File: src/rtl/rom_arbiter_pkg.sv
`default_nettype none
// ============================================================================
// rom_arbiter_pkg
// ----------------------------------------------------------------------------
// Shared definitions for the ROM arbiter:
//   - controller state encoding
//   - requester index constants
//   - address/data widths and the wait-state timeout
//   - round-robin selection helper for requesters 1..3
// Revision: 1.0 - initial release
// ============================================================================
package rom_arbiter_pkg;

  typedef enum logic [1:0] {
    ST_IDLE  = 2'd0,
    ST_ISSUE = 2'd1,
    ST_WAIT  = 2'd2
  } state_e;

  localparam int unsigned NUM_RQ = 4;
  localparam int unsigned ADDR_W = 24;
  localparam int unsigned DATA_W = 16;

  localparam logic [1:0] RQ_PLANES  = 2'd0;
  localparam logic [1:0] RQ_SPRITES = 2'd1;
  localparam logic [1:0] RQ_68K     = 2'd2;
  localparam logic [1:0] RQ_Z80     = 2'd3;

  localparam logic [7:0]        TIMEOUT      = 8'd255;
  localparam logic [DATA_W-1:0] TIMEOUT_DATA = 16'hFFFF;

  // Round-robin pick among requesters 1..3, starting the search at ptr.
  // Returns {found, index}. Bit 0 of elig is never looked at.
  function automatic logic [2:0] rr_pick(input logic [3:0] elig, input logic [1:0] ptr);
    logic [1:0] order [3];
    logic [2:0] pick;
    case (ptr)
      RQ_68K:  order = '{RQ_68K, RQ_Z80, RQ_SPRITES};
      RQ_Z80:  order = '{RQ_Z80, RQ_SPRITES, RQ_68K};
      default: order = '{RQ_SPRITES, RQ_68K, RQ_Z80};
    endcase
    pick = 3'b000;
    // Walk from lowest to highest priority so the first in order wins last.
    for (int k = 2; k >= 0; k--) begin
      if (elig[order[k]]) pick = {1'b1, order[k]};
    end
    return pick;
  endfunction

endpackage
`default_nettype wire

File: src/rtl/rom_hit_buf.sv
`default_nettype none
// ============================================================================
// rom_hit_buf
// ----------------------------------------------------------------------------
// One-entry read buffer for a single requester (valid, address tag, data).
// Ports:
//   clk_main  in   clock
//   reset     in   asynchronous active-high reset, empties the entry
//   flush     in   invalidate the entry (wins over a same-cycle fill)
//   fill      in   capture cur_addr/fill_data and mark the entry valid
//   cur_addr  in   address being looked up / filled
//   fill_data in   data word to store
//   hit       out  entry valid and tag equals cur_addr
//   data      out  stored data word
// Revision: 1.0 - initial release
// ============================================================================
module rom_hit_buf
  import rom_arbiter_pkg::*;
(
  input  logic              clk_main,
  input  logic              reset,
  input  logic              flush,
  input  logic              fill,
  input  logic [ADDR_W-1:0] cur_addr,
  input  logic [DATA_W-1:0] fill_data,
  output logic              hit,
  output logic [DATA_W-1:0] data
);

  logic              valid;
  logic [ADDR_W-1:0] tag;

  always_ff @(posedge clk_main or posedge reset) begin
    if (reset) begin
      valid <= 1'b0;
      tag   <= '0;
      data  <= '0;
    end else begin
      if (fill) begin
        tag  <= cur_addr;
        data <= fill_data;
      end
      if (flush)     valid <= 1'b0;
      else if (fill) valid <= 1'b1;
    end
  end

  assign hit = valid && (tag == cur_addr);

endmodule
`default_nettype wire

File: src/rtl/rom_arbiter.sv
`default_nettype none
// ============================================================================
// rom_arbiter
// ----------------------------------------------------------------------------
// Four-port ROM read arbiter with a one-entry hit buffer per requester.
// Requester 0 has fixed priority; 1..3 share a round-robin pointer.
// Ports:
//   clk_main    in   master clock, rising edge
//   reset       in   asynchronous active-high reset
//   req[3:0]    in   request levels
//   addr[95:0]  in   four 24-bit word addresses, requester i at [24i+23:24i]
//   ack[3:0]    out  one-cycle completion pulse, rdata valid alongside
//   rdata[15:0] out  returned word, held between acks
//   flush       in   invalidate all hit buffers
//   mem_req     out  memory read strobe, held until mem_ack or timeout
//   mem_addr    out  memory word address
//   mem_rdata   in   memory read data
//   mem_ack     in   memory completion pulse
//   timeout_err out  sticky memory-timeout flag
// Timing: grant cycle G, hit ack in G+2; on a miss mem_req rises in G+2 and
// ack follows the cycle after mem_ack.
// Revision: 1.0 - initial release
// ============================================================================
module rom_arbiter
  import rom_arbiter_pkg::*;
(
  input  logic                     clk_main,
  input  logic                     reset,
  input  logic [NUM_RQ-1:0]        req,
  input  logic [NUM_RQ*ADDR_W-1:0] addr,
  output logic [NUM_RQ-1:0]        ack,
  output logic [DATA_W-1:0]        rdata,
  input  logic                     flush,
  output logic                     mem_req,
  output logic [ADDR_W-1:0]        mem_addr,
  input  logic [DATA_W-1:0]        mem_rdata,
  input  logic                     mem_ack,
  output logic                     timeout_err
);

  state_e            state;
  logic [1:0]        gnt_idx;
  logic [ADDR_W-1:0] gnt_addr;
  logic [1:0]        rr_ptr;
  logic [7:0]        wait_cnt;

  logic [ADDR_W-1:0] addr_arr [NUM_RQ];
  logic [NUM_RQ-1:0] eligible;
  logic              grant_valid;
  logic [1:0]        grant_sel;
  logic [2:0]        rr_result;

  logic [NUM_RQ-1:0] buf_hit;
  logic [NUM_RQ-1:0] buf_fill;
  logic [DATA_W-1:0] buf_data [NUM_RQ];
  logic              fill_now;
  logic              sel_hit;
  logic [DATA_W-1:0] sel_data;

  // A requester is not eligible in its own ack cycle, so a level request
  // that has just been served is not re-granted before it can drop.
  assign eligible  = req & ~ack;
  assign rr_result = rr_pick(eligible, rr_ptr);

  always_comb begin
    grant_valid = 1'b0;
    grant_sel   = RQ_PLANES;
    if (eligible[RQ_PLANES]) begin
      grant_valid = 1'b1;
    end else if (rr_result[2]) begin
      grant_valid = 1'b1;
      grant_sel   = rr_result[1:0];
    end
  end

  // Buffer fill only on a real memory completion, never on a timeout.
  assign fill_now = (state == ST_WAIT) && mem_ack;

  genvar g;
  generate
    for (g = 0; g < NUM_RQ; g++) begin : g_buf
      assign addr_arr[g] = addr[g*ADDR_W +: ADDR_W];
      assign buf_fill[g] = fill_now && (gnt_idx == 2'(g));

      rom_hit_buf u_hit_buf (
        .clk_main  (clk_main),
        .reset     (reset),
        .flush     (flush),
        .fill      (buf_fill[g]),
        .cur_addr  (gnt_addr),
        .fill_data (mem_rdata),
        .hit       (buf_hit[g]),
        .data      (buf_data[g])
      );
    end
  endgenerate

  assign sel_hit  = buf_hit[gnt_idx];
  assign sel_data = buf_data[gnt_idx];

  always_ff @(posedge clk_main or posedge reset) begin
    if (reset) begin
      state       <= ST_IDLE;
      gnt_idx     <= RQ_PLANES;
      gnt_addr    <= '0;
      rr_ptr      <= RQ_SPRITES;
      wait_cnt    <= '0;
      ack         <= '0;
      rdata       <= '0;
      mem_req     <= 1'b0;
      mem_addr    <= '0;
      timeout_err <= 1'b0;
    end else begin
      ack <= '0;
      case (state)
        ST_IDLE: begin
          if (grant_valid) begin
            gnt_idx  <= grant_sel;
            gnt_addr <= addr_arr[grant_sel];
            if (grant_sel != RQ_PLANES) begin
              rr_ptr <= (grant_sel == RQ_Z80) ? RQ_SPRITES : grant_sel + 2'd1;
            end
            state <= ST_ISSUE;
          end
        end

        // Hit check against the latched address; miss starts the access.
        ST_ISSUE: begin
          if (sel_hit) begin
            ack   <= 4'b0001 << gnt_idx;
            rdata <= sel_data;
            state <= ST_IDLE;
          end else begin
            mem_req  <= 1'b1;
            mem_addr <= gnt_addr;
            wait_cnt <= '0;
            state    <= ST_WAIT;
          end
        end

        // wait_cnt holds the number of WAIT cycles already elapsed; the
        // access is abandoned when the current cycle would be the 255th.
        ST_WAIT: begin
          if (mem_ack) begin
            ack      <= 4'b0001 << gnt_idx;
            rdata    <= mem_rdata;
            mem_req  <= 1'b0;
            wait_cnt <= '0;
            state    <= ST_IDLE;
          end else if (wait_cnt == TIMEOUT - 8'd1) begin
            ack         <= 4'b0001 << gnt_idx;
            rdata       <= TIMEOUT_DATA;
            timeout_err <= 1'b1;
            mem_req     <= 1'b0;
            wait_cnt    <= '0;
            state       <= ST_IDLE;
          end else begin
            wait_cnt <= wait_cnt + 8'd1;
          end
        end

        default: state <= ST_IDLE;
      endcase
    end
  end

endmodule
`default_nettype wire
File: config.mk
export PLATFORM = sky130hd
export DESIGN_NAME = rom_arbiter
export DESIGN_NICKNAME = d
export VERILOG_FILES = /design/src/rtl/rom_arbiter_pkg.sv /design/src/rtl/rom_hit_buf.sv /design/src/rtl/rom_arbiter.sv
export SDC_FILE = /design/constraint.sdc
export NUM_CORES = 1
export LEC_CHECK = 0
export CAP_MARGIN = 20
export CORE_MARGIN = 1.5
export CORE_UTILIZATION = 35
export DETAILED_ROUTE_END_ITERATION = 10
export SYNTH_ARGS = -nofsm -noshare
export SYNTH_HDL_FRONTEND = slang
export SYNTH_SLANG_ARGS = --single-unit
File: constraint.sdc
create_clock -name clk_main -period 21.8 [get_ports clk_main]
set_input_delay 4.36 -clock clk_main [delete_from_list [all_inputs] [get_ports clk_main]]
set_output_delay 4.36 -clock clk_main [all_outputs]
set_load 0.05 [all_outputs]
After elaboration in Yosys (flattened, before gate mapping)
Index checks and enable logic that the tools add are counted. Widths: inputs -> output; s select.

Eq/ne operators: 17. Shifts and indexed selects: 1. Bitwise gates (word level): 6. Muxes and demuxes: 52. $lt $le $gt $ge: 6. $add $sub $neg: 2. Reductions and logical operators: 25.

Operator list (number): $eq 24x24->1 (4); $mux 16 (5); $bmux 24 s2 (1); $mux 24 (2); $bmux 16 s2 (1); $pmux 16 s2 (1); $mux 8 (3); $mux 1 (17); $pmux 8 s2 (1); $mux 2 (7); $eq 2x2->1 const B (6); $lt 2x3->1 const B (4); $mux 4 (3); $pmux 6 s2 (1); $reduce_and 3->1 (4); $reduce_bool 2->1 (6); $logic_and 1x1->1 (9); $mux 3 (3); $add 8x1->8 const B (1); $bmux 1 s2 (4); $eq 8x8->1 const B (1); $pmux 4 s2 (1); $reduce_and 2->1 (4); $ge 3x3->1 const B (2); 12 further kinds (18).

Output and inout port bits: 46. Logic and storage cells: 131. Bits of input ports: 120. Bits in registers: 248.

Depth between registers and ports, before layout
Gate-level depths: netlist of run 1.

Depth in word-level cells: 13. Depth in mapped cells: 11. Mapped depth without buffers: 8.

Hierarchy
From an unflattened synthesis of run 1, not the netlist that was laid out.

Cells, all modules: 896. Area, all modules: 11765.0 um^2.

Modules (own cells, without submodules): rom_hit_buf (instances 4, area an instance 1780.5 um^2, cells an instance 122, seq. area each 1026.0 um^2); rom_arbiter (instances 1, area an instance 4643.2 um^2, cells an instance 408, seq. area each 2103.3 um^2).

Worst setup path after synthesis of run 1
Ideal clock, no wire load.

Path type: in2reg. Start: in mem_ack. End: reg g_buf[0].u_hit_buf.data[10]. Path slack: 15.901 ns. Required time: 21.675 ns. Arrival: 5.774 ns. Library setup time: 0.125 ns. Path buffers: 2. Cell stages on the path: 5. Path through: clkbuf_1 -> nand2_1 -> nor3_1 -> clkbuf_1 -> mux2_2.

Word-level cells in the longest chain between the ends: 2.

RTL lines: start, declared (RTL line rom_arbiter.sv:37) `input logic mem_ack,`; $logic_and 1x1->1 (RTL line rom_arbiter.sv:77) `assign fill_now = (state == ST_WAIT) && mem_ack;`; $logic_and 1x1->1 (RTL line rom_arbiter.sv:83) `assign buf_fill[g] = fill_now && (gnt_idx == 2'(g));`; end signal, assigned (RTL line rom_hit_buf.sv:41) `data <= fill_data;`; end, declared (RTL line rom_hit_buf.sv:27) `output logic [DATA_W-1:0] data`.

Every way passes these cells. A chain may end at the register's enable or synchronous reset.

Worst setup path after layout of run 1
Start: in req[3]. End: reg rr_ptr[1].

Word-level cells in the longest chain between the ends: 10. Elaborated cells between the ends (all ways): 19. Classes of those cells: 1 x add/sub; 1 x eq/ne; 14 x mux; 1 x bitwise; 2 x reduce/logical.

RTL lines: start, declared (RTL line rom_arbiter.sv:29) `input logic [NUM_RQ-1:0] req,`; $and 4x4->4 * (RTL line rom_arbiter.sv:62) `assign eligible = req & ~ack;`; $bmux 1 s2 (RTL line rom_arbiter_pkg.sv:45) `if (elig[order[k]]) pick = {1'b1, order[k]};`; $mux 1 (not written as such) (RTL line rom_arbiter_pkg.sv:45); $mux 3 (2 in a row) (RTL line rom_arbiter_pkg.sv:45); $mux 3 * (RTL line rom_arbiter_pkg.sv:45); $mux 2 (RTL line rom_arbiter.sv:70) `end else if (rr_result[2]) begin`; $mux 2 (RTL line rom_arbiter.sv:68) `if (eligible[RQ_PLANES]) begin`; $add 2x1->2 (tied with other cells) (RTL line rom_arbiter.sv:121) `rr_ptr <= (grant_sel == RQ_Z80) ? RQ_SPRITES : grant_sel + 2'd1;`; $mux 2 / $reduce_and 3->1 (equally long branches); end signal, assigned (RTL line rom_arbiter.sv:121); end, declared (RTL line rom_arbiter.sv:44) `logic [1:0] rr_ptr;`.

Mark *: on every way between the ends. The rest lies on a longest branch, timed or not. The select of a mux whose other input is x is not followed.

==> results.md, run 1 <==
- Slew at the pin closest to its max-slew limit: 0.997 ns
- CP delay by family, top: buffers and inverters
- Vias per cell: 4.91
- Top area cells in the synthesized netlist: dfrtp_1 52%, mux2_2 14%, xnor2_1 6.9%, o21ai_0 4.3%, nand2_1 4.1%
- Seq cells post-synth: 248
- Mapped cell area: 0.0120 sq mm
- Vias: 8,344
- CTS buffer count: 28
- Area grow syn2layout: 24.8%
- Largest net degree at the start of global routing: 113
- Element type at the critical path end: flip-flop
- Slowest cell on crit path: clkdlybuf4s50_1
- Initial antenna violation count: 0
- CP Data Required Time: 22.22 ns
- Port bufs: 165
- Clock transition at path regs: 0.06 ns
- CORE AREA: 0.0336 sq mm
- Register area share after synthesis: 51.8%
- Cell taking the most area after synthesis: dfrtp_1
- Post-CTS setup buffer count: 0
- Number of synthesized flops with an enable pin: 0
- Layout cells sized above 1: 19.7%
- Diode count: 0
- RSZ-0062 raised after global routing: no
- Syn Area/Cell: 10.9 sq um
- Critical Path Start Type: input pin
- Met1 WL: 12.5 mm
- # rows: 67
- Ratio of final minimum period to clock period: 29.6%
- Max Fclk: 155 MHz
- Syn_nets: 1,231
- Netlist cell types: 47
- DP Wirelength: 18.9 mm
- # setup viols final: 0
- PwrDens: 152 mW/mm^2
- Starting Density: 35.7%
- Leak pwr: 6.42 nW
- Syn Inst Count: 1,104
- Tmin final: 6.45 ns
- CP Cell Sequence: clkdlybuf4s50_1, nand2b_1, a21boi_0, o221a_2, buf_4, inv_2, ha_1, o21ai_0, o31ai_1
- Top-count cell post-synth: dfrtp_1
- Hold Vio Cnt, Final: 0
- Multi-input logic area: 0.00531 sq mm
- Post-synth top cells: 247 x dfrtp_1, 148 x mux2_2, 130 x nand2_1, 103 x o21ai_0
- Global-route wire length before repair: 45.9 mm
- CTS tree: done
- Root buffer cell: clkbuf_16
- First-pass detailed-route iteration total: 4
- Vias in the first global route: 8,266
- VDD IR max: 0.0000809 V
- Final TNS setup: 0 ns
- Gr ovfl total: 0
- Die W: 188 microns
- Top-area cell type share of the netlist area: 51.5%
- Worst hold slack: 0.476 ns
- Antenna Nets Post-Route: 0
- Clock Latency Late Sink: 0.55 ns
- Hold Path Class: reg2reg
- Filler instances: 3,173
- Worst stage delay on the critical path: 0.45 ns
- Metal2 WL: 13.4 mm
- Gpl congestion: 0.796
- Slew HR: 33.5%
- PostCTS Resize Cnt: 0
- Maxcap violations: 0
- Highest routed layer: met4
- Critical path type: in2reg
- Synth Warn #: 0
- Sink Count: 248
- Met3 wire length: 1.83 mm
- DRC: 0
- Bufs on Longest Clock Path: 3
- Post-synth top flop: dfrtp_1
- Max FO, Critical Path: 51
- Total GRT Usage: 16.1%
- Register area: 0.00621 sq mm
- # hold bufs at CTS: 0
- Final core occ: 44.5%
- Iteration-0 DRC Markers: 436
- Clk_skew: 0.0184 ns
- Nets: 1,356
- Status: complete, no violations
- Routed len/inst: 16.6 microns
- WP buf/inv: 3
- CTS H-tree depth: 1
- Die H: 188 microns
- Final max-slew violation count: 0
- Data arrival, critical path: 6.87 ns
- Die Area: 0.0354 sq mm
- FFs w/ async S/R, synth: 100%
- WL final: 28.1 mm
- I/O pins: 166
## worst reg2reg max path: stages (launching register included)
cell	delay, ns
dfrtp_1	0.45
buf_4	0.30
or3_1	0.46
nor4_2	0.31
a22oi_1	0.21
a31o_1	0.29
buf_4	0.29
nor2_1	0.56
mux2_2	0.40
## registers in the layout (all words and copies together), names as in the netlist
name and cells:
rdata 16, g_buf.u_hit_buf.tag 96, mem_addr 24, g_buf.u_hit_buf.data 64
g_buf.u_hit_buf.valid 4, gnt_idx 2, gnt_addr 24, state 2
mem_req 1, wait_cnt 8, timeout_err 1, rr_ptr 2
ack 4
## cell families (layout without fill, tap and decap cells)
kind of cell / count (synthesis) / after routing / synth area share (%)
mux: 174 / 174 / 18.1
compound gates: 147 / 147 / 6.84
flops: 248 / 248 / 51.8
simple gates: 316 / 316 / 11.5
fa+ha+maj: 7 / 7 / 0.730
buf+inv: 116 / 263 / 4.01
xor+xnor: 96 / 96 / 7.01
## worst paths after layout
| check | from | depth (start not counted) | endpoint | slack [ns] |
|---|---|---|---|---|
| setup / recovery | req[3] | 9 | rr_ptr[1] | 15.35 |
| hold / removal | g_buf[1].u_hit_buf.data[2] | 2 | g_buf[1].u_hit_buf.data[2] | 0.48 |
| setup reg to reg | gnt_idx[0] | 8 | wait_cnt[1] | 18.41 |
| hold reg to reg | g_buf[1].u_hit_buf.data[2] | 2 | g_buf[1].u_hit_buf.data[2] | 0.48 |
| max in group asynchronous | reset | 3 | g_buf[2].u_hit_buf.tag[11] | 15.90 |
| min in group asynchronous | reset | 2 | g_buf[0].u_hit_buf.data[8] | 4.37 |
## placed cells by master, fill, tap and decap left out, types with 2 or more instances in the layout
master / n
nor2_1: 95
nor3b_1: 3
nand2_1: 130
o21ai_0: 103
clkbuf_8: 9
clkbuf_16: 28
bufinv_16: 3
buf_4: 17
xnor2_1: 95
clkinv_2: 5
clkdlybuf4s50_1: 165
nand3b_1: 3
nand4_1: 21
nand4b_1: 3
a22oi_1: 2
o31ai_1: 2
nor4_1: 3
nor3_1: 6
dfrtp_1: 247
a21oi_1: 6
mux4_2: 16
mux2_2: 148
nor2b_1: 2
mux2_4: 9
o2bb2ai_1: 6
inv_1: 27
a31oi_1: 15
clkbuf_1: 4
inv_6: 2
ha_1: 7
or3_1: 5
nand3_1: 35
o22ai_1: 6
nand2b_1: 4
## power by group
part           switching, mW  internal [mW]  total [mW]
combinational          0.459          0.462       0.920
sequential             0.202          0.665       0.867
clock                  0.189          0.303       0.492
## per-stage QoR
step	cells	setup slack, ns	area (sq um)	total power, mW
6_report	1699	15.35	15000	2.28
5_1_grt	1699	15.14	15000	2.44
4_1_cts	1699	15.35	15000	2.31
3_5_place_dp	1647	14.77	14000	1.81
3_3_place_gp	1647	14.84	14000	1.79
2_1_floorplan	1104	10.63	12000	1.55
## routing by layer
layer	up-vias	track usage, %
met5	-	0
met4	0	3.35
met3	34	3.74
met2	214	26.7
met1	4072	21.4
li1	4024	-
## cell type report
type,count,area share [%]
clock buffers,41,5.61
inverters,29,0.778
repair buffers,182,11.9
well taps,448,3.75
flip-flops and latches,248,41.5
multi-input cells,740,35.5
clock inverters,11,0.995
Power figures use the tool's default switching activity.
==> inputs of run 2 (changes only) <==
==> constraint.sdc (replaced) <==
create_clock -name clk_main -period 5.58 [get_ports clk_main]
set_input_delay 1.116 -clock clk_main [delete_from_list [all_inputs] [get_ports clk_main]]
set_output_delay 1.116 -clock clk_main [all_outputs]
set_load 0.05 [all_outputs]
==> results.md, run 2 (synthesis gave the netlist of run 1 again) <==
- Max Fclk: 278 MHz
- PostCTS Resize Cnt: 0
- Clock Latency Late Sink: 0.55 ns
- Starting Density: 35.7%
- Gr ovfl total: 0
- Element type at the critical path end: flip-flop
- DRC: 0
- CTS H-tree depth: 1
- Slowest cell on crit path: or3_1
- WL final: 28.0 mm
- # setup viols final: 0
- Total GRT Usage: 16.1%
- CORE AREA: 0.0336 sq mm
- Maxcap violations: 0
- Slew HR: 32.7%
- CP startpoint: gnt_addr[17]
- Area after DPL: 0.0140 sq mm
- CTS buffer count: 28
- Nets: 1,357
- Die H: 188 microns
- Critical Path Start Type: flip-flop
- Vias: 8,327
- PwrDens: 593 mW/mm^2
- # hold bufs at CTS: 0
- VDD IR max: 0.000258 V
- Clk_skew: 0.0242 ns
- Final max-slew violation count: 0
- Initial antenna violation count: 0
- Power after layout: 8.87 mW
- Slew at the pin closest to its max-slew limit: 1.01 ns
- Hold Vio Cnt, Final: 0
- Routed len/inst: 16.5 microns
- Final instance area: 0.0150 sq mm
- Antenna Nets Post-Route: 0
- Reg-to-reg slack, setup: 1.98 ns
- Gpl congestion: 0.779
- Largest register FFs: 96
- Global-route wire length before repair: 45.8 mm
- Die Area: 0.0354 sq mm
- Most common cell after layout, fill and taps aside: dfrtp_1
- Vias per cell: 4.90
- Bufs on Longest Clock Path: 3
- # rows: 67
- DP Wirelength: 18.8 mm
- RSZ-0062 raised after global routing: no
- Hold Path Class: reg2reg
- CP Data Required Time: 6.01 ns
- Max FO, Critical Path: 34
- Area grow syn2layout: 24.9%
- Critical path type: reg2reg
- Root buffer cell: clkbuf_16
- Data arrival, critical path: 4.03 ns
- Ratio of final minimum period to clock period: 64.5%
- Largest reg by FF count: g_buf.u_hit_buf.tag
- Biggest regs: g_buf.u_hit_buf.tag (96), g_buf.u_hit_buf.data (64)
- Filler instances: 3,145
- Leak pwr: 6.42 nW
- CTS tree: done
- First-pass detailed-route iteration total: 4
- Vias in the first global route: 8,367
- Hold path startpoint: g_buf[1].u_hit_buf.data[4]
- Worst stage delay on the critical path: 0.82 ns
- Largest net degree at the start of global routing: 136
- R2R Path Start: gnt_addr[17]
- CP delay by family, top: simple AND/OR/NAND/NOR gates
- WP buf/inv: 1
- Clock transition at path regs: 0.06 ns
- Tmin final: 3.60 ns
- Status: complete, no violations
- CP Cell Sequence: xnor2_1, nand4_1, nor4_1, a221oi_1, a31o_1, buf_4, or3_1, mux2_4
- Final TNS setup: 0 ns
- I/O pins: 166
- Commonest non-fill, non-tap cells in the layout: 247 x dfrtp_1, 165 x clkdlybuf4s50_1, 148 x mux2_2
- Sink Count: 248
- Layout cells sized above 1: 19.7%
- Post-CTS setup buffer count: 0
- Die W: 188 microns
- Port bufs: 165
- Iteration-0 DRC Markers: 439
[run 2: cell types whose count changed in the layout (fill, tap and decap cells not counted), sizes merged]
cell,change
diode,+1
clkinv,+4
clkbuf,-2
inv,-3
clkinvlp,+1
buf,+1
[run 2: final cells by class]
type / instances / area (sq um) / area share, %
sequential: 248 / 6210 / 41.4
clock inverter: 13 / 159 / 1.06
inverter: 29 / 113 / 0.752
antenna: 1 / 2.50 / 0.0167
multi-input combinational: 740 / 5310 / 35.5
timing repair buffer: 183 / 1810 / 12.1
tap: 448 / 561 / 3.74
clock buffer: 39 / 812 / 5.42
[run 2: power by group]
part	internal, mW	leakage, nW	switching, mW
Combinational	1.81	2.74	1.79
Clock	1.15	0.485	0.736
Sequential	2.60	3.20	0.788
Total	5.56	6.42	3.32
[run 2: metrics by stage]
step                cells  utilization [%]  hold slack (ns)  setup WS (ns)
global route         1700             44.5            0.493           1.77
CTS                  1700             44.5            0.482           1.91
finish               1701             44.5            0.478           1.98
floorplan            1104                -            0.445           1.21
detailed placement   1648             41.7            0.469           1.65
global placement     1648             41.7            0.457           1.71
[run 2: routing by layer]
layer,vias to the layer above,global-route usage (%),wire length (microns)
met4,0,3.02,395
met3,36,3.67,1780
met2,207,27.0,13100
met1,4063,21.5,12700
li1,4021,-,-
met5,-,0,0
[run 2: path summary, 6_finish.rpt]
kind | end | depth (start not counted)
max in group asynchronous | mem_addr[13] | 3
hold / removal | g_buf[1].u_hit_buf.data[4] | 2
setup / recovery | rdata[10] | 8
setup reg to reg | rdata[10] | 8
hold reg to reg | g_buf[1].u_hit_buf.data[4] | 2
min in group asynchronous | rdata[5] | 2
[run 2: worst min-delay path, delay by kind of cell (launching register included)]
kind               cells  cell delay (ns)
AOI/OAI and AO/OA      1             0.06
DFF                    1             0.34
and+or+nand+nor        1             0.05
